--- src/rtl/ppi_bus_control.sv ---
// PPI bus control: captures a CPU read/write, inserts wait states, acks,
// then issues port/control strobes when the request is released.
`timescale 1ns/1ps
module ppi_bus_control #(
    parameter int DATA_WIDTH  = 8,
    parameter int ADDR_WIDTH  = 2,
    parameter int NUM_PORTS   = 3,
    parameter int WAIT_STATES = 0
) (
    input  logic                  clock,
    input  logic                  reset_n,
    input  logic                  chip_select,
    input  logic                  read_enable,
    input  logic                  write_enable,
    input  logic [ADDR_WIDTH-1:0] address,
    input  logic [DATA_WIDTH-1:0] data_bus_in,
    output logic [DATA_WIDTH-1:0] internal_data_bus,
    output logic [NUM_PORTS-1:0]  write_port,
    output logic                  write_control,
    output logic [NUM_PORTS-1:0]  read_port,
    output logic [NUM_PORTS-1:0]  read_done,
    output logic                  ack,
    output logic                  bus_error
);
    localparam logic [ADDR_WIDTH-1:0] CTRL_ADDR = '1;
    localparam logic [3:0]            WAIT_INIT = 4'(WAIT_STATES);

    typedef enum logic [1:0] {IDLE, WAIT, ACK, HOLD} state_e;

    state_e                state_q, state_d;
    logic [3:0]            cnt_q, cnt_d;
    logic [ADDR_WIDTH-1:0] addr_q, addr_d;
    logic                  rd_ok_q, rd_ok_d;
    logic                  wr_ok_q, wr_ok_d;
    logic [DATA_WIDTH-1:0] data_q, data_d;
    logic [NUM_PORTS-1:0]  wp_q, wp_d;
    logic [NUM_PORTS-1:0]  rp_q, rp_d;
    logic [NUM_PORTS-1:0]  rdn_q, rdn_d;
    logic                  wc_q, wc_d;
    logic                  ack_q, ack_d;
    logic                  err_q, err_d;

    logic req, hold_exit, exit_now, cap_port, cap_ctrl;

    function automatic logic [NUM_PORTS-1:0] onehot(
        input logic [ADDR_WIDTH-1:0] a
    );
        onehot = '0;
        for (int i = 0; i < NUM_PORTS; i++)
            onehot[i] = (a == ADDR_WIDTH'(i));
    endfunction

    assign req       = chip_select & (read_enable | write_enable);
    assign hold_exit = ~chip_select | ~(read_enable | write_enable);
    assign cap_port  = address < ADDR_WIDTH'(NUM_PORTS);
    assign cap_ctrl  = address == CTRL_ADDR;
    assign exit_now  = (state_q == HOLD) & hold_exit;

    always_comb begin
        state_d = state_q;
        cnt_d   = cnt_q;
        addr_d  = addr_q;
        rd_ok_d = rd_ok_q;
        wr_ok_d = wr_ok_q;
        data_d  = data_q;
        unique case (state_q)
            IDLE: begin
                if (req) begin
                    addr_d  = address;
                    rd_ok_d = read_enable & ~write_enable & cap_port;
                    wr_ok_d = write_enable & ~read_enable
                            & (cap_port | cap_ctrl);
                    if (write_enable & ~read_enable)
                        data_d = data_bus_in;
                    if (WAIT_STATES > 0) begin
                        state_d = WAIT;
                        cnt_d   = WAIT_INIT;
                    end else begin
                        state_d = ACK;
                    end
                end
            end
            WAIT: begin
                if (cnt_q <= 4'd1) begin
                    state_d = ACK;
                    cnt_d   = 4'd0;
                end else begin
                    cnt_d = cnt_q - 4'd1;
                end
            end
            ACK:  state_d = HOLD;
            HOLD: if (hold_exit) state_d = IDLE;
            default: state_d = IDLE;
        endcase

        // Outputs are registered, so they are derived from next-state values.
        ack_d = (state_d == ACK);
        err_d = ack_d & ~(rd_ok_d | wr_ok_d);
        rp_d  = '0;
        if (state_d != IDLE && rd_ok_d)
            rp_d = onehot(addr_d);
        rdn_d = '0;
        wp_d  = '0;
        wc_d  = 1'b0;
        if (exit_now && rd_ok_q)
            rdn_d = onehot(addr_q);
        if (exit_now && wr_ok_q && addr_q != CTRL_ADDR)
            wp_d = onehot(addr_q);
        if (exit_now && wr_ok_q && addr_q == CTRL_ADDR)
            wc_d = 1'b1;
    end

    always_ff @(posedge clock or negedge reset_n) begin
        if (!reset_n) begin
            state_q <= IDLE;
            cnt_q   <= '0;
            addr_q  <= '0;
            rd_ok_q <= 1'b0;
            wr_ok_q <= 1'b0;
            data_q  <= '0;
            wp_q    <= '0;
            rp_q    <= '0;
            rdn_q   <= '0;
            wc_q    <= 1'b0;
            ack_q   <= 1'b0;
            err_q   <= 1'b0;
        end else begin
            state_q <= state_d;
            cnt_q   <= cnt_d;
            addr_q  <= addr_d;
            rd_ok_q <= rd_ok_d;
            wr_ok_q <= wr_ok_d;
            data_q  <= data_d;
            wp_q    <= wp_d;
            rp_q    <= rp_d;
            rdn_q   <= rdn_d;
            wc_q    <= wc_d;
            ack_q   <= ack_d;
            err_q   <= err_d;
        end
    end

    assign internal_data_bus = data_q;
    assign write_port        = wp_q;
    assign write_control     = wc_q;
    assign read_port         = rp_q;
    assign read_done         = rdn_q;
    assign ack               = ack_q;
    assign bus_error         = err_q;
endmodule

--- config.mk ---
export PLATFORM = sky130hd
export DESIGN_NAME = ppi_bus_control
export DESIGN_NICKNAME = d
export VERILOG_FILES = /design/src/rtl/ppi_bus_control.sv
export SDC_FILE = /design/constraint.sdc
export NUM_CORES = 1
export LEC_CHECK = 0
export ABC_CLOCK_PERIOD_IN_PS = 1780
export BUFFER_PORTS_ARGS = -buffer_cell sky130_fd_sc_hd__buf_2
export CAP_MARGIN = 20
export CORE_ASPECT_RATIO = 0.6
export CORE_MARGIN = 5
export CORE_UTILIZATION = 50
export CTS_CLUSTER_DIAMETER = 120
export CTS_CLUSTER_SIZE = 14
export DETAILED_ROUTE_END_ITERATION = 16
export GPL_TIMING_DRIVEN = 1
export PLACE_DENSITY = 0.83
export SLEW_MARGIN = 20
export SYNTH_ARGS = -nofsm -noshare
export SYNTH_HDL_FRONTEND = slang
export SYNTH_SLANG_ARGS = --single-unit
--- constraint.sdc ---
create_clock -name clock -period 1.78 [get_ports clock]
set_input_delay 0.178 -clock clock [delete_from_list [all_inputs] [get_ports clock]]
set_output_delay 0.178 -clock clock [all_outputs]
set_load 0.1 [all_outputs]
==> run metrics <==
Synth Instances 97; Synth Warn # 0; syn_area_per_cell 12.7 µm²; Rows 13; Wirelength per Cell 14.1 µm; CP Capture Type register; post-CTS setup buffers 0; max-cap violation count 0; layout cells sized above 1 44.2%; crit path DAT 1.80 ns; CTS Hold Buffers Added 1; Area contributors post-synth dfrtp_1 61%, mux2_2 12%, nor2_1 3.0%; starting density of the core 54.5%; CTS buffer count 5; Clock Tree Buf Depth 2; Startpoint Class register; post-CTS resize count 0; worst relative slew slack 57.8%; Cell variety after synth 29; largest net degree at the start of global routing 31; FMAX 0.619 GHz; Clock Pin Slew Worst Setup and Hold Paths 0.06 ns; Clock Skew 0.00428 ns; register area 751 µm²; first-pass GRT wire length 3.90 mm; Total GRT Usage 14.8%; Remaining Overflow, GRT 0; asr flop ratio synth 100%; most area-hungry cell type in the Yosys netlist dfrtp_1; RSZ-0062 raised after global routing false; Final period util 90.7%; vias 855; fin crit period 1.61 ns; Die H 48.5 µm; CTS tree built; Core Box Area 2260 µm²; Setup TNS 0 ns; Syn Nets 114; DRT iter0 DRCs 26; detailed placer's ending HPWL 1.81 mm; setup violators final 0; Yosys reg bits 30; EDFF count, synth 0; Die ar. 3590 µm²; Final Hold Violating Endpoints 0; Post-Syn Area 1230 µm²; Ports 35; drt drc 0; top_reg_cell synth dfrtp_1; root buf cell clkbuf_8; final wirelength 2.37 mm; worst hold path class input pin to register; first drt pass iteration count 4; Placer Congestion 0.853; Clock Latency Late Sink 0.27 ns; nets 155; Seq/Total Area, Yosys 60.9%; Die X 74.1 µm; post-DR vias/cell 5.09; Max Slew Vio Count 0; Syn-to-layout area delta 26.5%; ANT nets after route 0; Worst Path Max Fanout 7; antenna fix cells 0; worst-margin pin slew 0.634 ns; Critical Path RT 1.97 ns; H-tree depth 2; Post-synth top cells 30 x dfrtp_1, 13 x mux2_2, 10 x nor2_1; fill cell count 175; top-area cell type share of the netlist area 60.9%; Setup Crit Path Kind register to register; area of the multi-input gates 463 µm²; I/O Buffers 34; status complete, no violations; clock sinks 30; vias in the first global route 834; initial antenna violation count 0; count leader, synth dfrtp_1
-- cell type report --
type,instances,area share (%)
inverters,4,0.963
clock inverters,1,1.93
repair buffers,35,11.6
multi-input cells,62,29.7
clock buffers,6,5.30
flip-flops and latches,30,48.2
well taps,30,2.41
-- path summary, 6_finish.rpt --
kind	start	to	slack, ns	cells past startpoint
setup / recovery	state_q[1]$_DFF_PN0_	bus_error$_DFF_PN0_	0.17	4
hold / removal	data_bus_in[3]	internal_data_bus[3]$_DFFE_PN0P_	0.13	2
setup reg to reg	state_q[1]$_DFF_PN0_	bus_error$_DFF_PN0_	0.17	4
hold reg to reg	internal_data_bus[6]$_DFFE_PN0P_	internal_data_bus[6]$_DFFE_PN0P_	0.50	1
max in group asynchronous	reset_n	write_port[2]$_DFF_PN0_	0.91	2
min in group asynchronous	reset_n	cnt_q[2]$_DFFE_PN0P_	0.46	2
-- sequential cells by signal (all words and copies together) (netlist names) --
| signal | flops |
|---|---|
| cnt_q | 4 |
| state_q | 2 |
| wr_ok_q | 1 |
| read_port | 3 |
| read_done | 3 |
| bus_error | 1 |
| ack | 1 |
| internal_data_bus | 8 |
| addr_q | 2 |
| write_port | 3 |
| rd_ok_q | 1 |
| write_control | 1 |
-- cells by family after synthesis --
| family | Yosys count | synth area share, % |
|---|---|---|
| simple gates | 29 | 13.4 |
| mux | 14 | 13.1 |
| flops | 30 | 60.9 |
| buf+inv | 5 | 1.52 |
| compound gates | 17 | 9.04 |
| fa+ha+maj | 2 | 2.03 |
-- stage by stage --
stage	cell area, µm²	cells	util (%)	setup WS (ns)	hold WS (ns)
3_3_place_gp	1440	160	63.5	0.247	0.224
5_1_grt	1560	168	69.0	0.0270	0.118
4_1_cts	1560	168	69.0	0.162	0.125
2_1_floorplan	1230	97	-	0.304	-0.118
6_report	1560	168	69.0	0.166	0.132
3_5_place_dp	1440	160	63.5	0.185	0.243
-- critical path, stage by stage (launching register included) --
cell and delay, ns:
dfrtp_1 0.43, nor3b_2 0.31, o21a_1 0.23, mux2_2 0.36
nor3b_1 0.20
-- metal layers --
layer  track usage (%)  wire length (µm)
met1              18.9              1070
met2              21.0              1100
met3              6.79               139
met4              7.23                61
met5                 0                 0
-- layout by cell type, fill, tap and decap left out, types with 2 or more instances in the layout --
cell type,Yosys,layout
buf_2,0,34
a21oi_1,3,3
nor3b_2,2,2
nand2_1,4,4
nand2b_1,4,4
ha_1,2,2
mux2_2,13,13
o21ai_0,4,4
dfrtp_1,30,30
o21a_1,2,2
nor2_1,10,10
nor3_1,2,2
clkbuf_8,0,6
inv_1,4,4
Power is not shown: default switching activity piles up to over one toggle a cycle in this logic, so the estimate is an artifact.
